--- config.mk ---
export PLATFORM = sky130hd
export DESIGN_NAME = dma_copy
export DESIGN_NICKNAME = d
export VERILOG_FILES = /design/src/rtl/dma_copy.sv
export SDC_FILE = /design/constraint.sdc
export NUM_CORES = 1
export LEC_CHECK = 0
export BUFFER_PORTS_ARGS = -buffer_cell sky130_fd_sc_hd__buf_2
export CAP_MARGIN = 20
export CELL_PAD_IN_SITES_DETAIL_PLACEMENT = 0
export CELL_PAD_IN_SITES_GLOBAL_PLACEMENT = 1
export CORE_MARGIN = 4
export CORE_UTILIZATION = 44
export CTS_CLUSTER_DIAMETER = 100
export DETAILED_ROUTE_END_ITERATION = 8
export PLACE_DENSITY = 0.85
export SLEW_MARGIN = 20
export SYNTH_ARGS = -nofsm -noshare
export SYNTH_HDL_FRONTEND = slang
export SYNTH_SLANG_ARGS = --single-unit
--- constraint.sdc ---
create_clock -name clock -period 2.6 [get_ports clock]
set_input_delay 0.39 -clock clock [delete_from_list [all_inputs] [get_ports clock]]
set_output_delay 0.39 -clock clock [all_outputs]
set_load 0.005 [all_outputs]
--- src/rtl/dma_copy.sv ---
// -----------------------------------------------------------------------------
// dma_copy -- single-channel memory-to-memory word copy engine.
//
// Software programs SRC, DST and LEN through the responder port and writes
// CTRL.START. The engine then copies LEN 32-bit words, one read and one write
// per word, through the initiator port.
//
// Register map (by cfg_in.mem_addr[4:0], offsets >= 0x10 answer with error):
//   0x00 SRC   word-aligned source address
//   0x04 DST   word-aligned destination address
//   0x08 LEN   word count, LEN_W bits
//   0x0C CTRL  bit0 START (w1 pulse), bit1 BUSY (ro), bit2 DONE (w1c),
//              bit3 ERR (w1c), bit4 IE (rw, only with DMA_COPY_IRQ_EN)
//
// Ports:
//   clock        rising-edge clock
//   reset        asynchronous active-low reset
//   cfg_in       register-access request from the soc address decoder
//   cfg_out      register-access response, registered, one cycle later
//   dma_mem_in   initiator request to the memory bus
//   dma_mem_out  memory bus response to the initiator
//   dma_irpt     level interrupt
//
// Parameter:
//   LEN_W        width of the word-count register, 1..31
//
// Build option:
//   DMA_COPY_IRQ_EN  when defined, CTRL.IE exists and dma_irpt is driven as a
//                    registered IE & (DONE | ERR); otherwise dma_irpt is 0.
// -----------------------------------------------------------------------------
package dma_copy_pkg;

    typedef struct packed {
        logic        mem_valid;
        logic        mem_instr;
        logic [31:0] mem_addr;
        logic [31:0] mem_wdata;
        logic [3:0]  mem_wstrb;
    } mem_in_type;

    typedef struct packed {
        logic        mem_ready;
        logic        mem_error;
        logic [31:0] mem_rdata;
    } mem_out_type;

    localparam mem_in_type  init_mem_in  = '0;
    localparam mem_out_type init_mem_out = '0;

endpackage

module dma_copy
    import dma_copy_pkg::*;
#(
    parameter int LEN_W = 16
) (
    input  logic        clock,
    input  logic        reset,
    input  mem_in_type  cfg_in,
    output mem_out_type cfg_out,
    output mem_in_type  dma_mem_in,
    input  mem_out_type dma_mem_out,
    output logic        dma_irpt
);

    typedef enum logic [2:0] { IDLE, RD, RD_GAP, WR, WR_GAP } state_t;

    state_t           state_q, state_d;
    logic [31:0]      src_q, dst_q;
    logic [LEN_W-1:0] len_q;
    logic             done_q, err_q;
    logic [31:0]      work_src_q, work_dst_q, buf_q;
    logic [LEN_W-1:0] cnt_q;
    mem_out_type      cfg_out_q;

    logic             cfg_bad, cfg_write, busy;
    logic [1:0]       cfg_sel;
    logic             src_we, dst_we, len_we, ctrl_we, start;
    logic             done_w1c, err_w1c;
    logic             load, buf_we, advance, done_set, err_set;
    logic             done_d, err_d, ie_rd;
    logic [31:0]      len_wide, rdata_d;
    logic             unused_bits;

    function automatic logic [31:0] merge_lanes(input logic [31:0] old_val,
                                                input logic [31:0] new_val,
                                                input logic [3:0]  strb);
        return {strb[3] ? new_val[31:24] : old_val[31:24],
                strb[2] ? new_val[23:16] : old_val[23:16],
                strb[1] ? new_val[15:8]  : old_val[15:8],
                strb[0] ? new_val[7:0]   : old_val[7:0]};
    endfunction

    // Register decode. SRC/DST/LEN and START are locked while a copy is in
    // flight so the working copies cannot be disturbed; the access itself
    // still completes without error.
    assign cfg_bad   = |cfg_in.mem_addr[31:4];
    assign cfg_sel   = cfg_in.mem_addr[3:2];
    assign cfg_write = cfg_in.mem_valid & ~cfg_bad & (|cfg_in.mem_wstrb);
    assign busy      = (state_q != IDLE);
    assign src_we    = cfg_write & ~busy & (cfg_sel == 2'd0);
    assign dst_we    = cfg_write & ~busy & (cfg_sel == 2'd1);
    assign len_we    = cfg_write & ~busy & (cfg_sel == 2'd2);
    assign ctrl_we   = cfg_write & (cfg_sel == 2'd3) & cfg_in.mem_wstrb[0];
    assign start     = ctrl_we & ~busy & cfg_in.mem_wdata[0];
    assign done_w1c  = ctrl_we & cfg_in.mem_wdata[2];
    assign err_w1c   = ctrl_we & cfg_in.mem_wdata[3];
    assign len_wide  = merge_lanes({{(32-LEN_W){1'b0}}, len_q},
                                   cfg_in.mem_wdata, cfg_in.mem_wstrb);

    // Hardware sets of DONE/ERR take priority over a software clear in the
    // same cycle; a fresh START wipes both.
    assign done_d = done_set | (done_q & ~(load | done_w1c));
    assign err_d  = err_set  | (err_q  & ~(load | err_w1c));

    // Read data reflects register state before any write in the same cycle.
    always_comb begin
        rdata_d = '0;
        case (cfg_sel)
            2'd0: rdata_d = src_q;
            2'd1: rdata_d = dst_q;
            2'd2: rdata_d = {{(32-LEN_W){1'b0}}, len_q};
            2'd3: rdata_d = {27'd0, ie_rd, err_q, done_q, busy, 1'b0};
            default: rdata_d = '0;
        endcase
    end

    // Programming registers and the registered responder port.
    always_ff @(posedge clock or negedge reset) begin
        if (!reset) begin
            src_q     <= '0;
            dst_q     <= '0;
            len_q     <= '0;
            done_q    <= 1'b0;
            err_q     <= 1'b0;
            cfg_out_q <= init_mem_out;
        end else begin
            if (src_we)
                src_q <= merge_lanes(src_q, cfg_in.mem_wdata, cfg_in.mem_wstrb) & 32'hFFFF_FFFC;
            if (dst_we)
                dst_q <= merge_lanes(dst_q, cfg_in.mem_wdata, cfg_in.mem_wstrb) & 32'hFFFF_FFFC;
            if (len_we)
                len_q <= len_wide[LEN_W-1:0];
            done_q              <= done_d;
            err_q               <= err_d;
            cfg_out_q.mem_ready <= cfg_in.mem_valid;
            cfg_out_q.mem_error <= cfg_in.mem_valid & cfg_bad;
            cfg_out_q.mem_rdata <= (cfg_in.mem_valid & ~cfg_bad) ? rdata_d : 32'd0;
        end
    end

    assign cfg_out = cfg_out_q;

    // Copy engine state register and working copies. The request outputs
    // below decode straight from this state, so an asynchronous reset drops
    // mem_valid immediately.
    always_ff @(posedge clock or negedge reset) begin
        if (!reset) begin
            state_q    <= IDLE;
            work_src_q <= '0;
            work_dst_q <= '0;
            cnt_q      <= '0;
            buf_q      <= '0;
        end else begin
            state_q <= state_d;
            if (load) begin
                work_src_q <= src_q;
                work_dst_q <= dst_q;
                cnt_q      <= len_q;
            end
            if (buf_we)
                buf_q <= dma_mem_out.mem_rdata;
            if (advance) begin
                work_src_q <= work_src_q + 32'd4;
                work_dst_q <= work_dst_q + 32'd4;
                cnt_q      <= cnt_q - LEN_W'(1);
            end
        end
    end

    // Next-state and initiator request. Each word is read, a one-cycle gap,
    // written, another gap; bus responses outside RD/WR are ignored.
    always_comb begin
        state_d    = state_q;
        load       = 1'b0;
        buf_we     = 1'b0;
        advance    = 1'b0;
        done_set   = 1'b0;
        err_set    = 1'b0;
        dma_mem_in = init_mem_in;
        case (state_q)
            IDLE: begin
                if (start) begin
                    if (len_q != '0) begin
                        load    = 1'b1;
                        state_d = RD;
                    end else begin
                        done_set = 1'b1;
                    end
                end
            end
            RD: begin
                dma_mem_in.mem_valid = 1'b1;
                dma_mem_in.mem_addr  = work_src_q;
                if (dma_mem_out.mem_ready) begin
                    if (dma_mem_out.mem_error) begin
                        err_set = 1'b1;
                        state_d = IDLE;
                    end else begin
                        buf_we  = 1'b1;
                        state_d = RD_GAP;
                    end
                end
            end
            RD_GAP: state_d = WR;
            WR: begin
                dma_mem_in.mem_valid = 1'b1;
                dma_mem_in.mem_addr  = work_dst_q;
                dma_mem_in.mem_wdata = buf_q;
                dma_mem_in.mem_wstrb = 4'hF;
                if (dma_mem_out.mem_ready) begin
                    if (dma_mem_out.mem_error) begin
                        err_set = 1'b1;
                        state_d = IDLE;
                    end else begin
                        advance = 1'b1;
                        state_d = WR_GAP;
                    end
                end
            end
            WR_GAP: begin
                if (cnt_q == '0) begin
                    done_set = 1'b1;
                    state_d  = IDLE;
                end else begin
                    state_d = RD;
                end
            end
            default: state_d = IDLE;
        endcase
    end

`ifdef DMA_COPY_IRQ_EN
    logic ie_q, ie_d, irpt_q;

    assign ie_d = ctrl_we ? cfg_in.mem_wdata[4] : ie_q;

    // Interrupt is registered from the next-cycle flag values so it rises
    // together with DONE/ERR and falls together with their clear.
    always_ff @(posedge clock or negedge reset) begin
        if (!reset) begin
            ie_q   <= 1'b0;
            irpt_q <= 1'b0;
        end else begin
            ie_q   <= ie_d;
            irpt_q <= ie_d & (done_d | err_d);
        end
    end

    assign ie_rd    = ie_q;
    assign dma_irpt = irpt_q;
`else
    assign ie_rd    = 1'b0;
    assign dma_irpt = 1'b0;
`endif

    assign unused_bits = ^{cfg_in.mem_instr, cfg_in.mem_addr[1:0], len_wide[31:LEN_W]};

endmodule
## After elaboration in Yosys (flattened, before gate mapping)

Index checks and enable logic that the tools add are counted.

| word-level totals | value |
|---|---|
| flip-flop bits (word level) | 227 |
| output and inout port bits | 105 |
| input bits | 106 |
| word-level logic and storage cells | 110 |

| operators by class | value |
|---|---|
| bitwise logic cells | 23 |
| $add $sub $neg | 3 |
| multiplexer cells | 33 |
| reductions and logical operators | 20 |
| equal/unequal tests | 11 |

Operators by type and width:

| cell | number |
|---|---|
| $mux 32 | 5 |
| $pmux 32 s4 | 1 |
| $add 32x3->32 const B | 2 |
| $pmux 32 s2 | 1 |
| $mux 36 | 1 |
| $mux 16 | 2 |
| $reduce_or 28->1 | 1 |
| $reduce_and 2->1 | 10 |
| $logic_not 16->1 | 1 |
| $reduce_bool 16->1 | 1 |
| $sub 16x1->16 const B | 1 |
| $and 1x1->1 | 15 |
| $mux 1 | 15 |
| $mux 3 | 5 |
| $pmux 3 s5 | 1 |
| $ne 2x2->1 const B | 4 |
| $eq 3x2->1 const B | 2 |
| $eq 2x2->1 const B | 2 |
| $not 1->1 | 4 |
| $or 1x1->1 | 4 |
| $reduce_and 4->1 | 1 |
| $reduce_or 4->1 | 1 |
| $eq 3x1->1 const B | 1 |
| $eq 3x3->1 const B | 1 |
| 8 further kinds | 8 |

## Longest topological paths before layout

Gate-level depths: netlist of the first run.

| depth | value |
|---|---|
| depth after elaboration | 14 |
| gate-level depth with buffers | 9 |
| mapped depth without buffers | 7 |

## Worst setup path after synthesis of the first run

Ideal clock, no wire load.

| path | value |
|---|---|
| path kind | register -> register |
| from | register cnt_q[3] |
| to | register cnt_q[10] |
| stages on the path, launching flop included | 7 |
| library setup time | 0.124 ns |
| clock period less this slack | 2.077 ns |
| data arrival time | 1.953 ns |
| slack | 0.523 ns |
| cells stage by stage | dfrtp_1 buf_6 or4_4 nor4_4 nand3b_1 and3_1 a211o_1 |

| between the ends | value |
|---|---|
| longest elaborated chain between the ends | 2 |

RTL lines:

| item | line | source |
|---|---|---|
| start, declared | 73 | `logic [LEN_W-1:0] cnt_q;` |
| start signal, assigned | 169 | `cnt_q <= len_q;` |
| start signal, assigned | 176 | `cnt_q <= cnt_q - LEN_W'(1);` |
| $sub 16x1->16 | 176 |  |
| $mux 16 | 173 | `if (advance) begin` |

No other way between the ends.
A chain may end at the register's enable or synchronous reset.

==> results of run 1 <==
## sequential cells by signal (all words and copies together) (netlist names)
signal,count
done_q,1
work_src_q,30
len_q,16
work_dst_q,30
cfg_out,34
dst_q,30
err_q,1
buf_q,32
src_q,30
cnt_q,16
state_q,3
## what timing repair did
item	in CTS	in global routing
endpoints found under the hold margin	67	0
endpoints found under the setup margin	13	41
resized for setup	2	3
hold buffers	1	0
cloned	0	1
## cell type report
cell class                 instances  area, um^2  share of cell area [%]
multi-input combinational        805        5600                    39.9
sequential                       223        5580                    39.7
timing repair buffer             260        1550                    11.0
clock buffer                      37         751                    5.34
tap                              335         419                    2.98
inverter                          23        90.1                   0.641
clock inverter                     6        57.6                   0.409
timing repair inverter             1        7.51                  0.0534
## where the power goes
group	internal [mW]	switching, mW	total [mW]
clock network	2.08	1.39	3.47
logic	1.01	1.25	2.26
registers	3.99	0.511	4.50
total	7.07	3.15	10.2
## through the flow
stage          instance area [um^2]  setup WS [ns]
2_1_floorplan                 11600          0.523
3_3_place_gp                  13200         0.0981
3_5_place_dp                  13200          0.139
4_1_cts                       14000         0.0474
5_1_grt                       14100         0.0433
6_report                      14100          0.159
## layout by cell type, fill, tap and decap left out, drive strengths merged, types with 4 or more instances in the layout
| master | n |
|---|---|
| mux2 | 109 |
| nor3 | 29 |
| clkinv | 4 |
| buf | 259 |
| a22o | 6 |
| or4 | 15 |
| mux2i | 54 |
| o211ai | 10 |
| a22oi | 22 |
| nor2 | 110 |
| a32oi | 5 |
| nand4 | 28 |
| nand2 | 78 |
| or3 | 4 |
| dfrtp | 223 |
| nor2b | 6 |
| inv | 22 |
| a21o | 6 |
| o311a | 4 |
| conb | 4 |
| o221a | 4 |
| and4 | 10 |
| a211oi | 14 |
| a221oi | 9 |
| a31oi | 5 |
| o311ai | 7 |
| nand3 | 61 |
| and3 | 50 |
| a21oi | 33 |
| o21ai | 27 |
| and2 | 12 |
| nor4 | 32 |
| clkbuf | 37 |
## worst min-delay path by stage
stage	slack [ns]	endpoint	cells after the start	start
2_1_floorplan	0.09	buf_q[0]	0	reset
3_3_place_gp	0.40	buf_q[18]	1	reset
3_5_place_dp	0.40	buf_q[18]	1	reset
4_1_cts	0.06	cfg_out[33]	1	cfg_in[69]
5_1_grt	0.07	cfg_out[33]	1	cfg_in[69]
6_report	0.08	cfg_out[33]	1	cfg_in[69]
## logic make-up after synthesis
group                      Yosys count  synth area share [%]
buffers and inverters              108                  4.03
DFF                                223                  48.0
adders and majority gates            3                 0.323
xor gates and xnor gates             5                 0.377
AOI/OAI and AO/OA                  177                  10.9
and+or+nand+nor                    451                  20.7
other                                1                0.0322
muxes                              165                  15.6
## routing by layer
layer | track usage, % | part of all wire (%) | routed length, um
met3 | 4.02 | 7.7 | 2650
met2 | 36.6 | 46 | 15900
met5 | 0 | 0 | 0
met4 | 5.24 | 2.2 | 743
met1 | 32.5 | 44 | 14900
## critical path, delay by kind of cell (launching register included)
family        cells  cell delay, ns
simple gates      2            0.59
buf+inv           2            0.47
flops             1            0.47
==> metrics.cfg, run 1 <==
[timing]
finalCritPeriodShare_pct = 93.9
slew_headroom_pct = 57.9
tns_ns = 0
min_period_ns = 2.44
fmax_mhz = 410
fin_hold_ws_ns = 0.0773
finalClockSkew_ns = 0.0132
final_hold_viol_count = 0
setup-violations-final = 0
max_slew.worst_pin.slew_ns = 0.627
rsz0062_at_grt = false
drv_slew = 0

[yosys]
syn-cell-area_um2 = 11600
syn_area_per_cell_um2 = 10.3
synth_ff_type = dfrtp_1
synth_top_cell_area_share_pct = 48.0
synth_edf_count = 0
yosysMostFrequentCell = dfrtp_1
ys_top_cells_by_area = dfrtp_1 (48%), mux2_2 (9.0%), mux2i_1 (4.6%), nor2_1 (3.5%), and3_1 (2.7%)
synth-async-reset-ratio_pct = 100
synth_warnings = 0
syn_inst = 1133
ys_seq_area_share_pct = 48.0
ys_top_cells_by_count = dfrtp_1 (223), nor2_1 (109), mux2_2 (93), nand2_1 (78), nand3_1 (59)
ys_ff_latch = 223
yosysTopAreaCell = dfrtp_1
yosys.cell_types.count = 76

[floorplan]
core_um2 = 26100
die_area_um2 = 29100
die_height_um = 171
row_count = 59
initial_core_util_pct = 44.6
die_w_um = 171
ios = 211

[critical_path]
slowest_delay_ns = 0.47
setup.worst_path.start = state_q[2]
cp-endpoint = dma_mem_in[51]
crit_path_end_kind = output port
worst_path_max_delay_cell = dfrtp_1
rr_startpoint = len_q[13]
path_cells = nand2b_2, buf_4, nor2_1, buf_2
cp.arrival_ns = 2.05
rr_endpoint = done_q
required_ns = 2.21
reg2reg_depth = 6
r2r_setup_slack_ns = 0.17
crit_path_start_kind = register
path_class = register to output port
cp_max_fo = 31

[clock_network]
cts_root_buffer = clkbuf_16
cts_buffers = 25
clk_latency_ns = 0.52
cts_max_level = 1
cts_tree = done
cts_buffer_depth = 3
cts_sinks = 223
clk_pin_slew_worst_paths_ns = 0.06
cts_setup_buffers = 0

[route]
wl_per_cell_um = 20.3
antenna_left = 0
drc = 0
num_vias = 9959
drtIter0Drc = 782
drt_first_pass_iters = 5
vias_per_cell = 5.89
wirelength_um = 34200

[layout]
areaGrowthSynthToFinish_pct = 20.9
antenna_cells = 0
drive_above_1_share_pct = 31.2
nFillCells = 2347
final_util_pct = 53.9
fin_nets = 1448
finalNonFillerCells = 1690

[grt]
grtUsageTotal_pct = 22.8
grt_first_pass_wirelength_um = 53100
grt_pass1_vias = 9603
grt_max_degree = 89
antenna_found_initial = 1
grt_overflow_total = 0

[placement]
hpwl_um = 24900
portBuffers = 203
dpl.cell_count = 1645
place.gp.congestion = 0.878

[pwr]
p_leak_nw = 6.98
vdd_ir_drop_max_uv = 476
p_total_mw = 10.2
powerDensity_nw_per_um2 = 728

[run]
drv_cap = 0

[run_status]
status = completed

[min_path]
worstHoldPathType = input pin to register

Power figures use the tool's default switching activity.
==> run 2: changes to the inputs <==
--- a/config.mk
+++ b/config.mk
@@ -5,12 +5,13 @@
 export SDC_FILE = /design/constraint.sdc
 export NUM_CORES = 1
 export LEC_CHECK = 0
+export ABC_AREA = 1
 export BUFFER_PORTS_ARGS = -buffer_cell sky130_fd_sc_hd__buf_2
 export CAP_MARGIN = 20
 export CELL_PAD_IN_SITES_DETAIL_PLACEMENT = 0
 export CELL_PAD_IN_SITES_GLOBAL_PLACEMENT = 1
 export CORE_MARGIN = 4
-export CORE_UTILIZATION = 44
+export CORE_UTILIZATION = 41
 export CTS_CLUSTER_DIAMETER = 100
 export DETAILED_ROUTE_END_ITERATION = 8
 export PLACE_DENSITY = 0.85
==> run 2 against run 1 <==
Register-to-register slack improved by 0.25 ns. Core utilization shrank 3.4 points. Largest power group unchanged. Cell count up 29%. Routed wire length is 8.8% higher. Maximum frequency rose by 2.2%. Flip-flop and latch count is the same. Via count is 14% higher. Worst setup slack better by 0.052 ns. Non-clock buffer count shrank 21. Final area is 0.35% higher. Critical endpoint unchanged. Clock skew grew 0.00076 ns. Critical path type unchanged.
==> metrics.cfg, run 2 <==
[run_status]
status = completed

[grt]
grtUsageTotal_pct = 23.5
grt_max_degree = 82
antenna_found_initial = 0
grt_pass1_vias = 10800
grt_overflow_total = 0
grt_first_pass_wirelength_um = 59100

[clock_network]
cts_tree = done
cts_root_buffer = clkbuf_16
cts_buffers = 25
cts_setup_buffers = 0
cts_max_level = 1
clk_latency_ns = 0.52
cts_buffer_depth = 3
cts_sinks = 223
clk_pin_slew_worst_paths_ns = 0.06

[yosys]
synth_top_cell_area_share_pct = 47.8
synth_mux_area_share_pct = 0
synth_top_family_by_area = simple AND/OR/NAND/NOR gates
synth_warnings = 0
yosysMostFrequentCell = nand2_1
synth_xor_area_share_pct = 1.80
yosys.cell_types.count = 39
yosysTopAreaCell = dfrtp_1
ys_seq_area_share_pct = 47.8
synth-compound-area-share_pct = 8.93
syn_area_per_cell_um2 = 7.36
synth_ff_type = dfrtp_1
synth-simple-area-share_pct = 32.9
synth-async-reset-ratio_pct = 100
synth_fa_ha_area_share_pct = 0.321
synth_edf_count = 0
ys_ff_latch = 223
ys_top_cells_by_count = nand2_1 (463), dfrtp_1 (223), nand3_1 (208), inv_1 (157), nor2_1 (156)
syn-cell-area_um2 = 11700
ys_top_cells_by_area = dfrtp_1 (48%), nand2_1 (15%), nand3_1 (8.9%), inv_1 (5.0%), nor2_1 (5.0%)
syn_inst = 1588

[placement]
place.gp.congestion = 0.897
dpl.cell_count = 2135
portBuffers = 203
hpwl_um = 27600

[pwr]
comb_power_share_pct = 16.8
clock_power_share_pct = 40.5
netSwitchingFraction_pct = 28.0
p_int_mw = 6.76
seq_power_share_pct = 42.7
powerDensity_nw_per_um2 = 665
p_leak_nw = 7.28
p_total_mw = 9.38
vdd_ir_drop_max_uv = 401
p_sw_mw = 2.63

[critical_path]
path_delay_family = buffers and inverters
path_cells = nor3_2, clkinv_1, buf_4, o22ai_1, buf_2
cp.arrival_ns = 2.00
path_class = register to output port
cp_max_fo = 26
crit_path_start_kind = register
required_ns = 2.21
slowest_delay_ns = 0.43
crit_path_end_kind = output port
path_buf_inv = 3
worst_path_max_delay_cell = dfrtp_1

[timing]
finalCritPeriodShare_pct = 91.9
tns_ns = 0
max_slew.worst_pin.slew_ns = 0.603
rsz0062_at_grt = false
finalClockSkew_ns = 0.0140
fmax_mhz = 419
fin_hold_ws_ns = 0.0234
slew_headroom_pct = 59.7
drv_slew = 0
min_period_ns = 2.39
setup-violations-final = 0
final_hold_viol_count = 0

[layout]
fin_nets = 1894
drive_above_1_share_pct = 16.9
layout_common_cells = nand2_1 (462), dfrtp_1 (223), nand3_1 (208)
final_common_cell = nand2_1
antenna_cells = 0
largest_register_ffs = 34
finalNonFillerCells = 2180
areaGrowthSynthToFinish_pct = 20.7
final_util_pct = 50.5

[run]
drv_cap = 0

[floorplan]
die_w_um = 177
initial_core_util_pct = 41.8
core_um2 = 27900
die_area_um2 = 31300
row_count = 61
ios = 211
die_height_um = 177

[route]
antenna_left = 0
dr_wl_met3_um = 2770
num_vias = 11400
highest_layer = met4
wirelength_um = 37200
drt_first_pass_iters = 5
vias_per_cell = 5.22
drc = 0
wl_per_cell_um = 17.1
met2_length_um = 15900
m1WireLength_um = 17900
drtIter0Drc = 918

[min_path]
worstHoldPathType = input pin to register

[run 2: cell types whose count changed in the layout (fill, tap and decap cells not counted), sizes merged, moves of 24 or more]
cell,previous run,this run
mux2i,54,0
nor4,32,6
nand3,61,210
mux2,109,0
o22ai,2,26
and3,50,1
nand2,78,466
inv,22,161
o21ai,27,92
nor2,110,161
[run 2: final timing paths]
kind	cells after the start	slack [ns]	from	end
worst min-delay path	1	0.02	cfg_in[69]	cfg_out[33]
worst max-delay path	5	0.21	state_q[1]	dma_mem_in[51]
max in group asynchronous	3	1.44	reset	buf_q[18]
min in group asynchronous	2	0.37	reset	buf_q[22]
worst max register to register	10	0.42	work_src_q[2]	work_src_q[26]
worst min register to register	2	0.51	src_q[14]	src_q[14]
[run 2: metrics by stage]
| step | area, um^2 | worst slack [ns] |
|---|---|---|
| 2_1_floorplan | 11700 | 0.707 |
| 3_3_place_gp | 13200 | 0.338 |
| 3_5_place_dp | 13200 | 0.321 |
| 4_1_cts | 14100 | 0.0665 |
| 5_1_grt | 14100 | 0.109 |
| 6_report | 14100 | 0.211 |
[run 2: layout make-up]
type | instances | area (um^2)
Clock buffer | 31 | 688
Clock inverter | 13 | 201
Fill cell | 2802 | 13800
Inverter | 166 | 623
Multi-Input combinational cell | 1130 | 5170
Sequential cell | 223 | 5580
Tap cell | 378 | 473
Timing Repair Buffer | 239 | 1370
[run 2: cells by family (layout without fill, tap and decap cells)]
logic type,after synthesis,after routing
buffers and inverters,238,449
other,1,4
AOI/OAI and AO/OA,193,193
xor gates and xnor gates,24,24
and+or+nand+nor,906,906
DFF,223,223
adders and majority gates,3,3
[run 2: repair_timing]
item / CTS / global route
endpoints found under the setup margin: 0 / 6
gates resized for setup: 0 / 4
hold buffers: 1 / 0
hold endpoints to repair: 47 / 0
[run 2: power groups by stage]
stage | Clock, mW | Sequential (mW) | Combinational, mW
after global placement | 0 | 4.05 | 1.53
after global routing | 4.02 | 4.05 | 1.78
after floorplan | 0 | 4.02 | 0.972
after detailed placement | 0 | 4.07 | 1.57
final | 3.80 | 4.01 | 1.57
after CTS | 3.87 | 4.00 | 1.58
[run 2: metal layers]
metal | vias up | global-route usage (%)
met2 | 423 | 34.8
li1 | 5540 | -
met4 | 0 | 5.06
met5 | - | 0
met1 | 5379 | 36.2
met3 | 44 | 3.80
==> run 3: changes to the inputs <==
--- a/config.mk
+++ b/config.mk
@@ -5,13 +5,12 @@
 export SDC_FILE = /design/constraint.sdc
 export NUM_CORES = 1
 export LEC_CHECK = 0
-export ABC_AREA = 1
 export BUFFER_PORTS_ARGS = -buffer_cell sky130_fd_sc_hd__buf_2
 export CAP_MARGIN = 20
 export CELL_PAD_IN_SITES_DETAIL_PLACEMENT = 0
 export CELL_PAD_IN_SITES_GLOBAL_PLACEMENT = 1
 export CORE_MARGIN = 4
-export CORE_UTILIZATION = 41
+export CORE_UTILIZATION = 44
 export CTS_CLUSTER_DIAMETER = 100
 export DETAILED_ROUTE_END_ITERATION = 8
 export PLACE_DENSITY = 0.85
==> constraint.sdc (replaced) <==
create_clock -name clock -period 2.35 [get_ports clock]
set_input_delay 0.3525 -clock clock [delete_from_list [all_inputs] [get_ports clock]]
set_output_delay 0.3525 -clock clock [all_outputs]
set_load 0.005 [all_outputs]
==> run 3 against run 2 <==
Flip-flop and latch count is the same. Worst setup slack lost 0.079 ns. Register-to-register slack lost 0.28 ns. First-iteration DRC count shrank 12%. Power grew 21%. Clock skew grew 0.0057 ns. Count of clock-buffer cells in the layout grew 8. Non-clock buffer count grew 47. Global-route usage shrank 0.29 points. Routed wire length shrank 7.3%. Die area shrank 7.0%. Sequential power grew 22%. Largest cell class is now multi-input combinational cells. Highest routed layer is now met5.
==> metrics.cfg, run 3 (synthesis gave the netlist of run 1 again) <==
[grt]
met1_usage_pct = 33.1
met3_usage_pct = 4.27
antenna_found_initial = 1
grt_first_pass_wirelength_um = 54100
grtUsageMet2_pct = 36.8
grt_pass1_vias = 9824
top_usage_layer = met2
grtUsageTotal_pct = 23.2
grt_max_degree = 89
grt_overflow_total = 0

[route]
num_vias = 10000
drtIter0Drc = 807
antenna_left = 0
drt_first_pass_iters = 6
vias_per_cell = 5.84
wirelength_um = 34500
drc = 0
wl_per_cell_um = 20.1

[critical_path]
crit_path_end_kind = output port
reg2reg_depth = 7
crit_path_start_kind = register
rr_endpoint = work_src_q[14]
slowest_delay_ns = 0.53
path_cells = nand2b_4, inv_4, buf_6, and3_1, buf_2
path_delay_family = flip-flops
cp.arrival_ns = 1.87
cp_max_fo = 22
path_class = register to output port
path_buf_inv = 3
worst_path_max_delay_cell = dfrtp_1
required_ns = 2.00
rr_startpoint = work_src_q[3]
r2r_setup_slack_ns = 0.14

[pwr]
p_total_mw = 11.4
vdd_ir_drop_max_uv = 476
p_leak_nw = 7.12
powerDensity_nw_per_um2 = 796

[floorplan]
die_area_um2 = 29100
die_w_um = 171
row_count = 59
ios = 211
die_height_um = 171
core_um2 = 26100
initial_core_util_pct = 44.6

[min_path]
worstHoldPathType = input pin to register
min_from = dma_mem_out[12]
hold-path-endpoint = buf_q[12]
holdPathStages = 2

[timing]
fin_ws_ns = 0.132
drv_slew = 0
max_slew.worst_pin.slew_ns = 0.754
finalCritPeriodShare_pct = 94.4
rsz0062_at_grt = false
slew_headroom_pct = 49.6
setup-violations-final = 0
min_period_ns = 2.22
final_hold_viol_count = 0
finalClockSkew_ns = 0.0197
fmax_mhz = 451

[placement]
pre_cts_ws_ns = -0.0717
place.gp.congestion = 0.893
dpl.cell_count = 1670
portBuffers = 203
hpwl_um = 24700

[clock_network]
clk_pin_slew_worst_paths_ns = 0.06
cts_buffers = 25
cts_max_level = 1
cts_sinks = 223
cts_buffer_depth = 3
cts_root_buffer = clkbuf_16
clk_latency_ns = 0.53
cts_tree = done

[layout]
areaGrowthSynthToFinish_pct = 22.8
drive_above_1_share_pct = 32.4
final_common_cell = dfrtp_1
finalNonFillerCells = 1714
antenna_cells = 0
largest_register_ffs = 34
fin_nets = 1473
layout_common_cells = dfrtp_1 (221), buf_2 (202), nor2_1 (109)

[run]
drv_cap = 0

[run_status]
status = completed

==> run 3: area by class of cell <==
class,count,area (um^2)
flip-flops and latches,223,5580
multi-input cells,805,5620
fillers,2338,11800
repair buffers,286,1800
well taps,335,419
clock buffers,39,748
clock inverters,3,21.3
inverters,23,88.8
==> run 3: what timing repair did <==
action                                 in CTS  in global routing
endpoints found under the hold margin      67                  0
resized for setup                           4                  7
setup endpoints to repair                  27                 31
buffers inserted                            0                  1
hold buffers                                1                  0
==> run 3: worst max path at each step <==
| stage | slack (ns) | end | from | depth (start not counted) |
|---|---|---|---|---|
| floorplan | 0.27 | cnt_q[10] | cnt_q[3] | 6 |
| global placement | -0.04 | dst_q[10] | cfg_in[38] | 5 |
| detailed placement | -0.07 | dst_q[4] | cfg_in[49] | 8 |
| CTS | 0.003 | dma_mem_in[7] | state_q[2] | 5 |
| global route | 0.0001 | work_src_q[14] | work_src_q[3] | 7 |
| finish | 0.13 | dma_mem_in[7] | state_q[2] | 5 |
==> run 3: routing by layer <==
layer	up-vias	part of all wire, %
met2	410	46
met4	2	2.1
li1	4647	-
met3	49	8.2
met5	-	0.029
met1	4907	44
==> run 3: stage by stage <==
| step | setup TNS, ns | util (%) | hold slack [ns] | instance area [um^2] |
|---|---|---|---|---|
| floorplan | 0 | - | 0.0569 | 11600 |
| global placement | -0.581 | 51.6 | 0.350 | 13500 |
| detailed placement | -1.02 | 51.6 | 0.360 | 13500 |
| CTS | 0 | 54.7 | 0.0314 | 14200 |
| global route | 0 | 54.8 | 0.0362 | 14300 |
| finish | 0 | 54.8 | 0.0505 | 14300 |
==> run 3: power by group <==
group          internal, mW  switching (mW)  leakage [nW]
logic                  1.23            1.50          3.78
clock network          2.17            1.56         0.375
registers              4.41           0.487          2.97
total                  7.81            3.55          7.12
